[src/rtl/chirp_ctrl_pkg.sv]
// Shared constants and state types for the chirp sequencing controller.
package chirp_ctrl_pkg;

   localparam logic [7:0] FRAME_HDR   = 8'hA5;

   localparam logic [7:0] CMD_SET_SF  = 8'h01;
   localparam logic [7:0] CMD_SET_BW  = 8'h02;
   localparam logic [7:0] CMD_SET_DIV = 8'h03;
   localparam logic [7:0] CMD_START   = 8'h04;
   localparam logic [7:0] CMD_STOP    = 8'h05;

   localparam logic [7:0] SF_MIN = 8'd7;
   localparam logic [7:0] SF_MAX = 8'd12;

   typedef enum logic [1:0] {
      P_HDR,
      P_CMD,
      P_ARG,
      P_CHK
   } parse_state_e;

   typedef enum logic [1:0] {
      S_IDLE,
      S_START,
      S_WAIT
   } seq_state_e;

endpackage

[src/rtl/chirp_cmd_parser.sv]
// Frame parser for A5/CMD/ARG/CHK command frames arriving from the UART receiver.
//
// state | meaning
// P_HDR | hunting for the 0xA5 header, other bytes dropped
// P_CMD | header seen, next byte is the command
// P_ARG | next byte is the argument
// P_CHK | next byte is the checksum; frame is accepted or rejected on it
//
// o_cmd_valid / o_frame_err are combinational so the top can act on the very
// edge that samples the checksum byte. The inter-byte timer is a down-counter
// reloaded on every byte; reaching zero outside P_HDR abandons the frame.
module chirp_cmd_parser
   import chirp_ctrl_pkg::*;
#(
   parameter int TIMEOUT_CYCLES = 25000
) (
   input  logic       i_clk,
   input  logic       i_rst_n,
   input  logic [7:0] i_rx_data,
   input  logic       i_rx_valid,
   output logic       o_cmd_valid,
   output logic [7:0] o_cmd,
   output logic [7:0] o_arg,
   output logic       o_frame_err
);

   localparam int TMR_W = $clog2(TIMEOUT_CYCLES);
   localparam logic [TMR_W-1:0] TMR_LOAD = TMR_W'(TIMEOUT_CYCLES - 1);

   parse_state_e     state_q, state_d;
   logic [7:0]       cmd_q, cmd_d;
   logic [7:0]       arg_q, arg_d;
   logic [TMR_W-1:0] tmr_q, tmr_d;

   assign o_cmd = cmd_q;
   assign o_arg = arg_q;

   // Next-state, byte capture, checksum verdict and inter-byte timeout.
   always_comb begin
      state_d     = state_q;
      cmd_d       = cmd_q;
      arg_d       = arg_q;
      tmr_d       = tmr_q;
      o_cmd_valid = 1'b0;
      o_frame_err = 1'b0;
      if (i_rx_valid) begin
         tmr_d = TMR_LOAD;
         case (state_q)
            P_HDR: if (i_rx_data == FRAME_HDR) state_d = P_CMD;
            P_CMD: begin
               cmd_d   = i_rx_data;
               state_d = P_ARG;
            end
            P_ARG: begin
               arg_d   = i_rx_data;
               state_d = P_CHK;
            end
            P_CHK: begin
               state_d = P_HDR;
               if (i_rx_data == (FRAME_HDR ^ cmd_q ^ arg_q)) o_cmd_valid = 1'b1;
               else                                          o_frame_err = 1'b1;
            end
            default: state_d = P_HDR;
         endcase
      end else if (state_q != P_HDR) begin
         if (tmr_q == '0) begin
            state_d     = P_HDR;
            o_frame_err = 1'b1;
         end else begin
            tmr_d = tmr_q - 1'b1;
         end
      end
   end

   // Parser state register.
   always_ff @(posedge i_clk or negedge i_rst_n) begin
      if (!i_rst_n) begin
         state_q <= P_HDR;
         cmd_q   <= '0;
         arg_q   <= '0;
         tmr_q   <= '0;
      end else begin
         state_q <= state_d;
         cmd_q   <= cmd_d;
         arg_q   <= arg_d;
         tmr_q   <= tmr_d;
      end
   end

endmodule

[src/rtl/chirp_seq_ctrl.sv]
// Command decode, chirp configuration registers and burst sequencer.
//
// state   | meaning
// S_IDLE  | no burst; done edges ignored, config writable
// S_START | one-cycle start pulse to the chirp core
// S_WAIT  | chirp running, waiting for the registered done_n falling edge
module chirp_seq_ctrl
   import chirp_ctrl_pkg::*;
#(
   parameter int MAX_SF_WIDTH     = 8,
   parameter int BW_BITWIDTH      = 2,
   parameter int DIVIDER_BITWIDTH = 7,
   parameter int CNT_WIDTH        = 8,
   parameter int TIMEOUT_CYCLES   = 25000
) (
   input  logic                        i_clk,
   input  logic                        i_rst_n,
   input  logic [7:0]                  i_rx_data,
   input  logic                        i_rx_valid,
   input  logic                        i_done_n,
   output logic                        o_start,
   output logic [MAX_SF_WIDTH-1:0]     o_sf,
   output logic [BW_BITWIDTH-1:0]      o_bw,
   output logic [DIVIDER_BITWIDTH-1:0] o_div,
   output logic                        o_busy,
   output logic [CNT_WIDTH-1:0]        o_chirp_cnt,
   output logic                        o_err
);

   logic       cmd_valid, frame_err;
   logic [7:0] cmd, arg;

   chirp_cmd_parser #(.TIMEOUT_CYCLES(TIMEOUT_CYCLES)) u_parser (
      .i_clk       (i_clk),
      .i_rst_n     (i_rst_n),
      .i_rx_data   (i_rx_data),
      .i_rx_valid  (i_rx_valid),
      .o_cmd_valid (cmd_valid),
      .o_cmd       (cmd),
      .o_arg       (arg),
      .o_frame_err (frame_err)
   );

   seq_state_e                  seq_q, seq_d;
   logic [MAX_SF_WIDTH-1:0]     sf_q, sf_d;
   logic [BW_BITWIDTH-1:0]      bw_q, bw_d;
   logic [DIVIDER_BITWIDTH-1:0] div_q, div_d;
   logic [CNT_WIDTH-1:0]        repeat_q, repeat_d;
   logic [CNT_WIDTH-1:0]        cnt_q, cnt_d, cnt_inc;
   logic                        stop_q, stop_d;
   logic                        done_cur_q, done_cur_d;
   logic                        done_prev_q, done_prev_d;
   logic                        err_q, err_d;
   logic                        busy, cmd_err, start_cmd, stop_cmd, done_fall;

   assign busy        = (seq_q != S_IDLE);
   assign done_fall   = done_prev_q & ~done_cur_q;
   assign o_start     = (seq_q == S_START);
   assign o_busy      = busy;
   assign o_sf        = sf_q;
   assign o_bw        = bw_q;
   assign o_div       = div_q;
   assign o_chirp_cnt = cnt_q;
   assign o_err       = err_q;

   // Command decode: config writes, burst start/stop requests and rejects.
   always_comb begin
      sf_d      = sf_q;
      bw_d      = bw_q;
      div_d     = div_q;
      cmd_err   = 1'b0;
      start_cmd = 1'b0;
      stop_cmd  = 1'b0;
      if (cmd_valid) begin
         case (cmd)
            CMD_SET_SF: begin
               if (busy || arg < SF_MIN || arg > SF_MAX) cmd_err = 1'b1;
               else                                      sf_d = MAX_SF_WIDTH'(arg);
            end
            CMD_SET_BW: begin
               if (busy || (arg >> BW_BITWIDTH) != 8'd0) cmd_err = 1'b1;
               else                                      bw_d = arg[BW_BITWIDTH-1:0];
            end
            CMD_SET_DIV: begin
               if (busy || arg[7] || arg[6:0] == 7'd0) cmd_err = 1'b1;
               else                                    div_d = arg[DIVIDER_BITWIDTH-1:0];
            end
            CMD_START: begin
               if (busy) cmd_err   = 1'b1;
               else      start_cmd = 1'b1;
            end
            CMD_STOP: stop_cmd = busy;
            default:  cmd_err  = 1'b1;
         endcase
      end
      err_d       = cmd_err | frame_err;
      done_cur_d  = i_done_n;
      done_prev_d = done_cur_q;
   end

   // Burst sequencer: start pulse, done counting, repeat/stop termination.
   always_comb begin
      seq_d    = seq_q;
      cnt_d    = cnt_q;
      repeat_d = repeat_q;
      stop_d   = stop_q | stop_cmd;
      cnt_inc  = (cnt_q == {CNT_WIDTH{1'b1}}) ? cnt_q : cnt_q + 1'b1;
      case (seq_q)
         S_IDLE: begin
            if (start_cmd) begin
               seq_d    = S_START;
               cnt_d    = '0;
               stop_d   = 1'b0;
               repeat_d = CNT_WIDTH'(arg);
            end
         end
         S_START: seq_d = S_WAIT;
         S_WAIT: begin
            if (done_fall) begin
               cnt_d = cnt_inc;
               if (stop_q || stop_cmd) begin
                  seq_d  = S_IDLE;
                  stop_d = 1'b0;
               end else if (repeat_q != '0 && cnt_inc == repeat_q) begin
                  seq_d = S_IDLE;
               end else begin
                  seq_d = S_START;
               end
            end
         end
         default: seq_d = S_IDLE;
      endcase
   end

   // Config, sequencer and done-edge registers.
   always_ff @(posedge i_clk or negedge i_rst_n) begin
      if (!i_rst_n) begin
         seq_q       <= S_IDLE;
         sf_q        <= MAX_SF_WIDTH'(SF_MIN);
         bw_q        <= '0;
         div_q       <= DIVIDER_BITWIDTH'(1);
         repeat_q    <= '0;
         cnt_q       <= '0;
         stop_q      <= 1'b0;
         done_cur_q  <= 1'b1;
         done_prev_q <= 1'b1;
         err_q       <= 1'b0;
      end else begin
         seq_q       <= seq_d;
         sf_q        <= sf_d;
         bw_q        <= bw_d;
         div_q       <= div_d;
         repeat_q    <= repeat_d;
         cnt_q       <= cnt_d;
         stop_q      <= stop_d;
         done_cur_q  <= done_cur_d;
         done_prev_q <= done_prev_d;
         err_q       <= err_d;
      end
   end

endmodule
[config.mk]
export PLATFORM = sky130hd
export DESIGN_NAME = chirp_seq_ctrl
export DESIGN_NICKNAME = d
export VERILOG_FILES = /design/src/rtl/chirp_ctrl_pkg.sv /design/src/rtl/chirp_cmd_parser.sv /design/src/rtl/chirp_seq_ctrl.sv
export SDC_FILE = /design/constraint.sdc
export NUM_CORES = 1
export LEC_CHECK = 0
export BUFFER_PORTS_ARGS = -buffer_cell sky130_fd_sc_hd__clkbuf_2
export CAP_MARGIN = 20
export CORE_ASPECT_RATIO = 0.9
export CORE_UTILIZATION = 55
export DETAILED_ROUTE_END_ITERATION = 8
export MAX_ROUTING_LAYER = met4
export PLACE_DENSITY = 0.75
export REMOVE_ABC_BUFFERS = 1
export SLEW_MARGIN = 20
export SYNTH_ARGS = -nofsm -noshare
export SYNTH_HDL_FRONTEND = slang
export SYNTH_SLANG_ARGS = --single-unit
[constraint.sdc]
create_clock -name i_clk -period 3.8 [get_ports i_clk]
set_clock_uncertainty 0.05 [all_clocks]
set_input_delay 0.38 -clock i_clk [delete_from_list [all_inputs] [get_ports i_clk]]
set_output_delay 0.38 -clock i_clk [all_outputs]
set_load 0.01 [all_outputs]
==> impl_metrics.json, run 1 <==
{
  "first_iter_violations": 183,
  "vias": 2758,
  "drc_errors": 0,
  "syn-mean-instance-area_sq_um": 10.8,
  "synth-warning-count": 0,
  "clock_sinks": 72,
  "worst_slack_ps": 1040,
  "worst-setup-path-type": "reg -> reg",
  "cts_tree": "yes",
  "clock_power_share_pct": 25.1,
  "global_route_usage_over_all_layers_pct": 23.7,
  "flow.area_growth_from_synthesis_pct": 11.6,
  "num-fill-cells": 543,
  "hold_path_class": "in -> async",
  "post_synth_inst_count": 349,
  "worst_setup_hold_path_clk_slew_ps": 70,
  "clk_latency_ps": 340,
  "synth.yosys.seq_area_share_pct": 47.8,
  "pwr_density_cell_nw_per_um2": 496,
  "violations": "negative hold slack",
  "fin_worst_hold_slack_ps": -14.6,
  "die-width_um": 89.4,
  "worst_setup_path_start_kind": "register",
  "slew_violations": 0,
  "postSynth.asyncResetShare_pct": 100,
  "ctsLongestPathBuffers": 2,
  "total_nets_final": 407,
  "finalWorstPathRequiredPeriod_ps": 2760,
  "tightestPinTransition_ps": 697,
  "ys_types": 57,
  "drt-wirelength-per-cell_um": 15.4,
  "area_share_of_the_leading_cell_type_in_the_synthesized_netlist_pct": 43.7,
  "crit_path_top_delay_cell": "or4b_4",
  "crit_required_ps": 3980,
  "viasPerCell": 5.70,
  "floorplan.die_area_sq_um": 7210,
  "fin_crit_share_pct": 72.7,
  "worstReg2RegEnd": "repeat_q[1]",
  "synth_ff_type": "dfrtp_1",
  "antennaDiodeCount": 0,
  "timing.final.setup_violations": 0,
  "critical_path_peak_fanout": 16,
  "grt-ovfl-total": 0,
  "cts.repair.resized": 0,
  "setup_tns_ps": 0,
  "ir_drop_mv": 0.355,
  "worst_r2r_path_depth": 5,
  "power.leakage_nw": 1.86,
  "post_detailed_placement_half_perimeter_wirelength_mm": 5.31,
  "switching_power_mw": 0.671,
  "place_ws_ps": 1020,
  "placedInstanceArea_sq_um": 4050,
  "hold_buffers": 0,
  "timing.reg2reg.setup_slack_ps": 1040,
  "die_height_um": 80.7,
  "routabilityCongestion": 0.875,
  "status": "finished, violations left",
  "cts_buffers": 9,
  "max_clock_freq_mhz": 362,
  "fp.coreArea_sq_um": 6620,
  "power.share.combinational_pct": 23.7,
  "netSwitchingFraction_pct": 32.1,
  "post_synthesis_register_bit_count": 72,
  "rsz0062_at_grt": "false",
  "final_cell_area_sq_um": 4220,
  "maximum_number_of_pins_on_one_net_before_global_route_repair": 48,
  "cap_violations": 0,
  "seq_power_share_pct": 51.2,
  "power_report.internal_total_mw": 1.42,
  "drt-pass1-iter-count": 5,
  "crit_path_cell_trace": "xor3_1 > nand4_1 > or4b_4 > nor3_4 > mux2_2",
  "initial_core_util_pct": 57.1,
  "port_buffers": 39,
  "synth_largest_area_cell": "dfrtp_1",
  "timing.max_slew.rel_slack_pct": 53.3,
  "synth.area.top_cells": "dfrtp_1, mux2_2, dfstp_2",
  "drtAntennaViolNets": 0,
  "synth-edff-count": 0,
  "endpoint_kind": "register",
  "number_of_global_route_vias_before_repair": 2623,
  "htreeDepth": 3,
  "hold_viol": 17,
  "grt_pass1_wl_mm": 12.3,
  "final_layout_size_suffix_gt1_share_pct": 26.4,
  "totalWireLength_mm": 7.45,
  "cts_setup_buffers": 0,
  "finalCoreUtilization_pct": 63.7,
  "syn_area_sq_um": 3780,
  "worst_path_arrival_ps": 2940,
  "pin_count": 40,
  "ctsRootBufferMaster": "clkbuf_8",
  "placementRows": 28,
  "critical-path-max-stage-delay_ps": 580,
  "grt_antenna_before_repair": 0,
  "worst_r2r_startpoint": "u_parser.o_cmd[0]"
}
==> stage by stage <==
stage	std cells	power, mW
finish	484	2.09
global route	484	2.21
global placement	468	1.55
detailed placement	468	1.58
CTS	484	2.10
floorplan	337	1.42
==> final cells by class <==
cell class / instances / area [sq um] / share of cell area (%)
Timing Repair Buffer: 41 / 213 / 5.04
Sequential cell: 72 / 1810 / 42.9
Inverter: 9 / 33.8 / 0.801
Tap cell: 90 / 113 / 2.67
Multi-Input combinational cell: 256 / 1880 / 44.6
Clock buffer: 13 / 149 / 3.53
Clock inverter: 3 / 20.0 / 0.474
==> state kept, by name, summed over array words and instances, names as in the netlist <==
| register | count |
|---|---|
| o_chirp_cnt | 8 |
| o_err | 1 |
| stop_q | 1 |
| o_div | 7 |
| seq_q | 2 |
| o_sf | 8 |
| u_parser.state_q | 2 |
| u_parser.o_arg | 8 |
| done_prev_q | 1 |
| repeat_q | 8 |
| u_parser.o_cmd | 8 |
| o_bw | 2 |
| u_parser.tmr_q | 15 |
| done_cur_q | 1 |
==> power by group through the flow <==
stage               logic (mW)  registers (mW)  clock network, mW
CTS                      0.499            1.07              0.536
detailed placement       0.497            1.08                  0
global placement         0.478            1.07                  0
floorplan                0.402            1.01                  0
finish                   0.496            1.07              0.526
global route             0.549            1.09              0.567
==> placed cells by master (no fill, tap or decap), types with 3 or more instances in the layout <==
master / instances
and2_1: 5
mux2_2: 34
clkbuf_8: 10
nor2b_1: 4
clkbuf_1: 3
a21oi_1: 16
inv_1: 9
o21ai_0: 16
ha_1: 6
clkbuf_2: 38
nor3b_1: 8
a211oi_1: 3
nand2b_1: 12
nand3_1: 5
xor2_1: 10
dfrtp_1: 66
nor4_1: 7
a31oi_1: 4
nor3_1: 14
dfstp_2: 6
nor2_1: 27
nand4_1: 6
nand2_1: 22
xnor2_1: 12
buf_4: 3
==> Yosys cell counts (2+ instances only) <==
cell	number
nand4_1	6
or4_1	2
dfstp_2	6
nand2b_1	12
xnor3_1	2
nor3_1	14
o21ai_0	16
a211oi_1	3
nand4b_1	2
and2_1	5
nor2b_1	4
inv_1	9
xor3_1	2
o21bai_1	2
or4bb_1	2
ha_1	6
mux2i_1	2
nand3_1	5
nor3b_1	8
or3_1	2
mux2_1	2
or2_2	2
nor2_1	27
dfrtp_1	66
nor4_1	7
a31oi_1	4
o211ai_1	2
clkbuf_1	10
a21oi_1	16
xor2_1	10
nand2_1	22
mux2_2	34
xnor2_1	12
and3_1	2
==> routing by layer <==
layer / up-vias / track usage (%) / routed length (um)
li1: 1339 / - / -
met5: - / - / 0
met3: 10 / 6.58 / 310
met1: 1352 / 30.3 / 3480
met4: 0 / 7.62 / 93
met2: 57 / 36.6 / 3570
==> how the worst max path moves through the flow <==
stage	startpoint	end	slack [ps]	cells past startpoint
after floorplan	u_parser.o_cmd[0]	repeat_q[0]	1320	5
after global placement	u_parser.o_cmd[0]	repeat_q[1]	1110	5
after detailed placement	u_parser.o_cmd[0]	repeat_q[1]	1020	5
after CTS	u_parser.o_cmd[0]	repeat_q[1]	1020	5
after global routing	o_chirp_cnt[0]	seq_q[0]	750	8
final	u_parser.o_cmd[0]	repeat_q[1]	1040	5
==> critical path, delay by kind of cell (launching register included) <==
kind	cells	cell delay, ps
flops	1	500
simple gates	3	1250
xor+xnor	1	440
mux	1	400
==> cell families after synthesis <==
logic type / count (synthesis) / share of synthesized area, %
and+or+nand+nor: 131 / 19.8
DFF: 72 / 47.8
AOI/OAI and AO/OA: 55 / 9.23
muxes: 38 / 11.3
xor gates and xnor gates: 26 / 7.54
buffers and inverters: 21 / 2.38
adders and majority gates: 6 / 1.99
(Power assumes the default switching activity.)
==> run 2: changes to the inputs <==
--- a/config.mk
+++ b/config.mk
@@ -8,10 +8,10 @@
 export BUFFER_PORTS_ARGS = -buffer_cell sky130_fd_sc_hd__clkbuf_2
 export CAP_MARGIN = 20
 export CORE_ASPECT_RATIO = 0.9
-export CORE_UTILIZATION = 55
+export CORE_UTILIZATION = 53
 export DETAILED_ROUTE_END_ITERATION = 8
 export MAX_ROUTING_LAYER = met4
-export PLACE_DENSITY = 0.75
+export PLACE_DENSITY = 0.76
 export REMOVE_ABC_BUFFERS = 1
 export SLEW_MARGIN = 20
 export SYNTH_ARGS = -nofsm -noshare
==> constraint.sdc (replaced) <==
create_clock -name i_clk -period 2.44 [get_ports i_clk]
set_clock_uncertainty 0.05 [all_clocks]
set_input_delay 0.244 -clock i_clk [delete_from_list [all_inputs] [get_ports i_clk]]
set_output_delay 0.244 -clock i_clk [all_outputs]
set_load 0.01 [all_outputs]
==> impl_metrics.json, run 2 (synthesis results as in run 1) <==
{
  "cts_buffers": 9,
  "floorplan.die_area_sq_um": 7480,
  "status": "finished clean",
  "die_height_um": 82.1,
  "crit_required_ps": 2630,
  "num-fill-cells": 529,
  "final_layout_size_suffix_gt1_share_pct": 33.0,
  "rsz0062_at_grt": "true",
  "antennaDiodeCount": 0,
  "hold_viol": 0,
  "clk_latency_ps": 350,
  "most_frequent_cells_in_the_layout": "dfrtp_1, clkbuf_2, mux2_2, buf_4, nor2_1",
  "setup_tns_ps": 0,
  "power.leakage_nw": 2.05,
  "first_iter_violations": 109,
  "worst_slack_ps": 17.8,
  "placementRows": 28,
  "worst_setup_path_start_kind": "register",
  "endpoint_kind": "register",
  "worst-setup-path-type": "reg -> reg",
  "cap_violations": 0,
  "viasPerCell": 5.71,
  "worst_setup_hold_path_clk_slew_ps": 80,
  "total_nets_final": 440,
  "clock_sinks": 72,
  "timing.max_slew.rel_slack_pct": 61.9,
  "grt_pass1_wl_mm": 13.7,
  "post_detailed_placement_half_perimeter_wirelength_mm": 5.90,
  "finalCoreUtilization_pct": 67.5,
  "placedInstanceArea_sq_um": 4270,
  "tightestPinTransition_ps": 566,
  "max_clock_freq_mhz": 413,
  "critical_path_peak_fanout": 11,
  "slew_violations": 0,
  "drtAntennaViolNets": 0,
  "fin_crit_share_pct": 99.3,
  "drt-wirelength-per-cell_um": 15.6,
  "timing.final.setup_violations": 0,
  "ir_drop_mv": 0.611,
  "pwr_density_cell_nw_per_um2": 788,
  "grt-ovfl-total": 0,
  "finalWorstPathRequiredPeriod_ps": 2420,
  "largest_register_ffs": 15,
  "fp.coreArea_sq_um": 6730,
  "routabilityCongestion": 0.860,
  "flow.area_growth_from_synthesis_pct": 20.2,
  "maximum_number_of_pins_on_one_net_before_global_route_repair": 40,
  "ctsRootBufferMaster": "clkbuf_8",
  "grt_antenna_before_repair": 0,
  "final_cell_area_sq_um": 4540,
  "initial_core_util_pct": 56.2,
  "ctsLongestPathBuffers": 2,
  "hold_path_class": "in -> reg",
  "totalWireLength_mm": 8.09,
  "die-width_um": 91.0,
  "final_common_cell": "dfrtp_1",
  "htreeDepth": 3,
  "drt-pass1-iter-count": 4,
  "worst_path_arrival_ps": 2610,
  "number_of_global_route_vias_before_repair": 2890,
  "drc_errors": 0,
  "vias": 2951,
  "largest_register": "u_parser.tmr_q",
  "port_buffers": 39,
  "timing.reg2reg.setup_slack_ps": 20,
  "place_ws_ps": -34.3,
  "cts_tree": "yes",
  "pin_count": 40,
  "global_route_usage_over_all_layers_pct": 24.8
}
[run 2: changes by cell type in the layout (fill, tap and decap cells not counted), sizes merged]
cell and delta:
bufinv +1, clkinv +2, clkinvlp -2, buf +31
inv +3, dlygate4sd3 +2, clkbuf -4
[run 2: metal layers]
| metal | vias to the layer above | global-route usage [%] | wire length, um | share of wire, % |
|---|---|---|---|---|
| met5 | - | - | 0 | 0 |
| met3 | 15 | 5.95 | 361 | 4.5 |
| met4 | 0 | 8.25 | 135 | 1.7 |
| met1 | 1452 | 31.3 | 3650 | 45 |
| li1 | 1416 | - | - | - |
| met2 | 68 | 40.1 | 3950 | 49 |
[run 2: worst paths after layout]
check                             startpoint           endpoint  cells after the start
setup / recovery           u_parser.o_cmd[3]        repeat_q[7]                      6
min in group asynchronous            i_rst_n            o_bw[1]                      3
max in group asynchronous            i_rst_n            o_sf[0]                      3
hold / removal                  i_rx_data[7]  u_parser.o_cmd[7]                      2
setup reg to reg           u_parser.o_cmd[3]        repeat_q[7]                      6
hold reg to reg                   done_cur_q        done_prev_q                      0
[run 2: stage by stage]
stage / std cells / power [mW] / hold slack [ps]
2_1_floorplan: 337 / 2.21 / -102
3_3_place_gp: 496 / 2.56 / 256
3_5_place_dp: 496 / 2.61 / 269
4_1_cts: 517 / 3.58 / 117
5_1_grt: 517 / 3.78 / 130
6_report: 517 / 3.58 / 131
[run 2: worst max-delay path, cell delays in order, from the launching register on]
cell,delay [ps]
dfrtp_1,390
or4_4,560
nor3_4,130
or4b_4,510
nor3_4,170
buf_12,160
mux2_2,330
[run 2: final cells by class]
class                      count  area [sq um]  share of cell area (%)
multi-input combinational    256          1910                    42.1
sequential                    72          1810                    39.8
timing repair buffer          74           475                    10.5
clock buffer                   9           124                    2.73
tap                           90           113                    2.48
clock inverter                 7          77.6                    1.71
inverter                       9          33.8                   0.744
[run 2: power by group]
part	leakage (nW)	switching [mW]	total, mW	internal [mW]
logic	1.09	0.530	1.10	0.567
registers	0.860	0.153	1.52	1.37
clock network	0.106	0.475	0.959	0.484
total	2.05	1.16	3.58	2.42
[run 2: timing repair]
item,in CTS,in global routing
buffers inserted,3,0
hold buffers,2,0
resized for setup,1,6
endpoints found under the hold margin,67,0
pin swaps,0,0
setup endpoints to repair,7,17
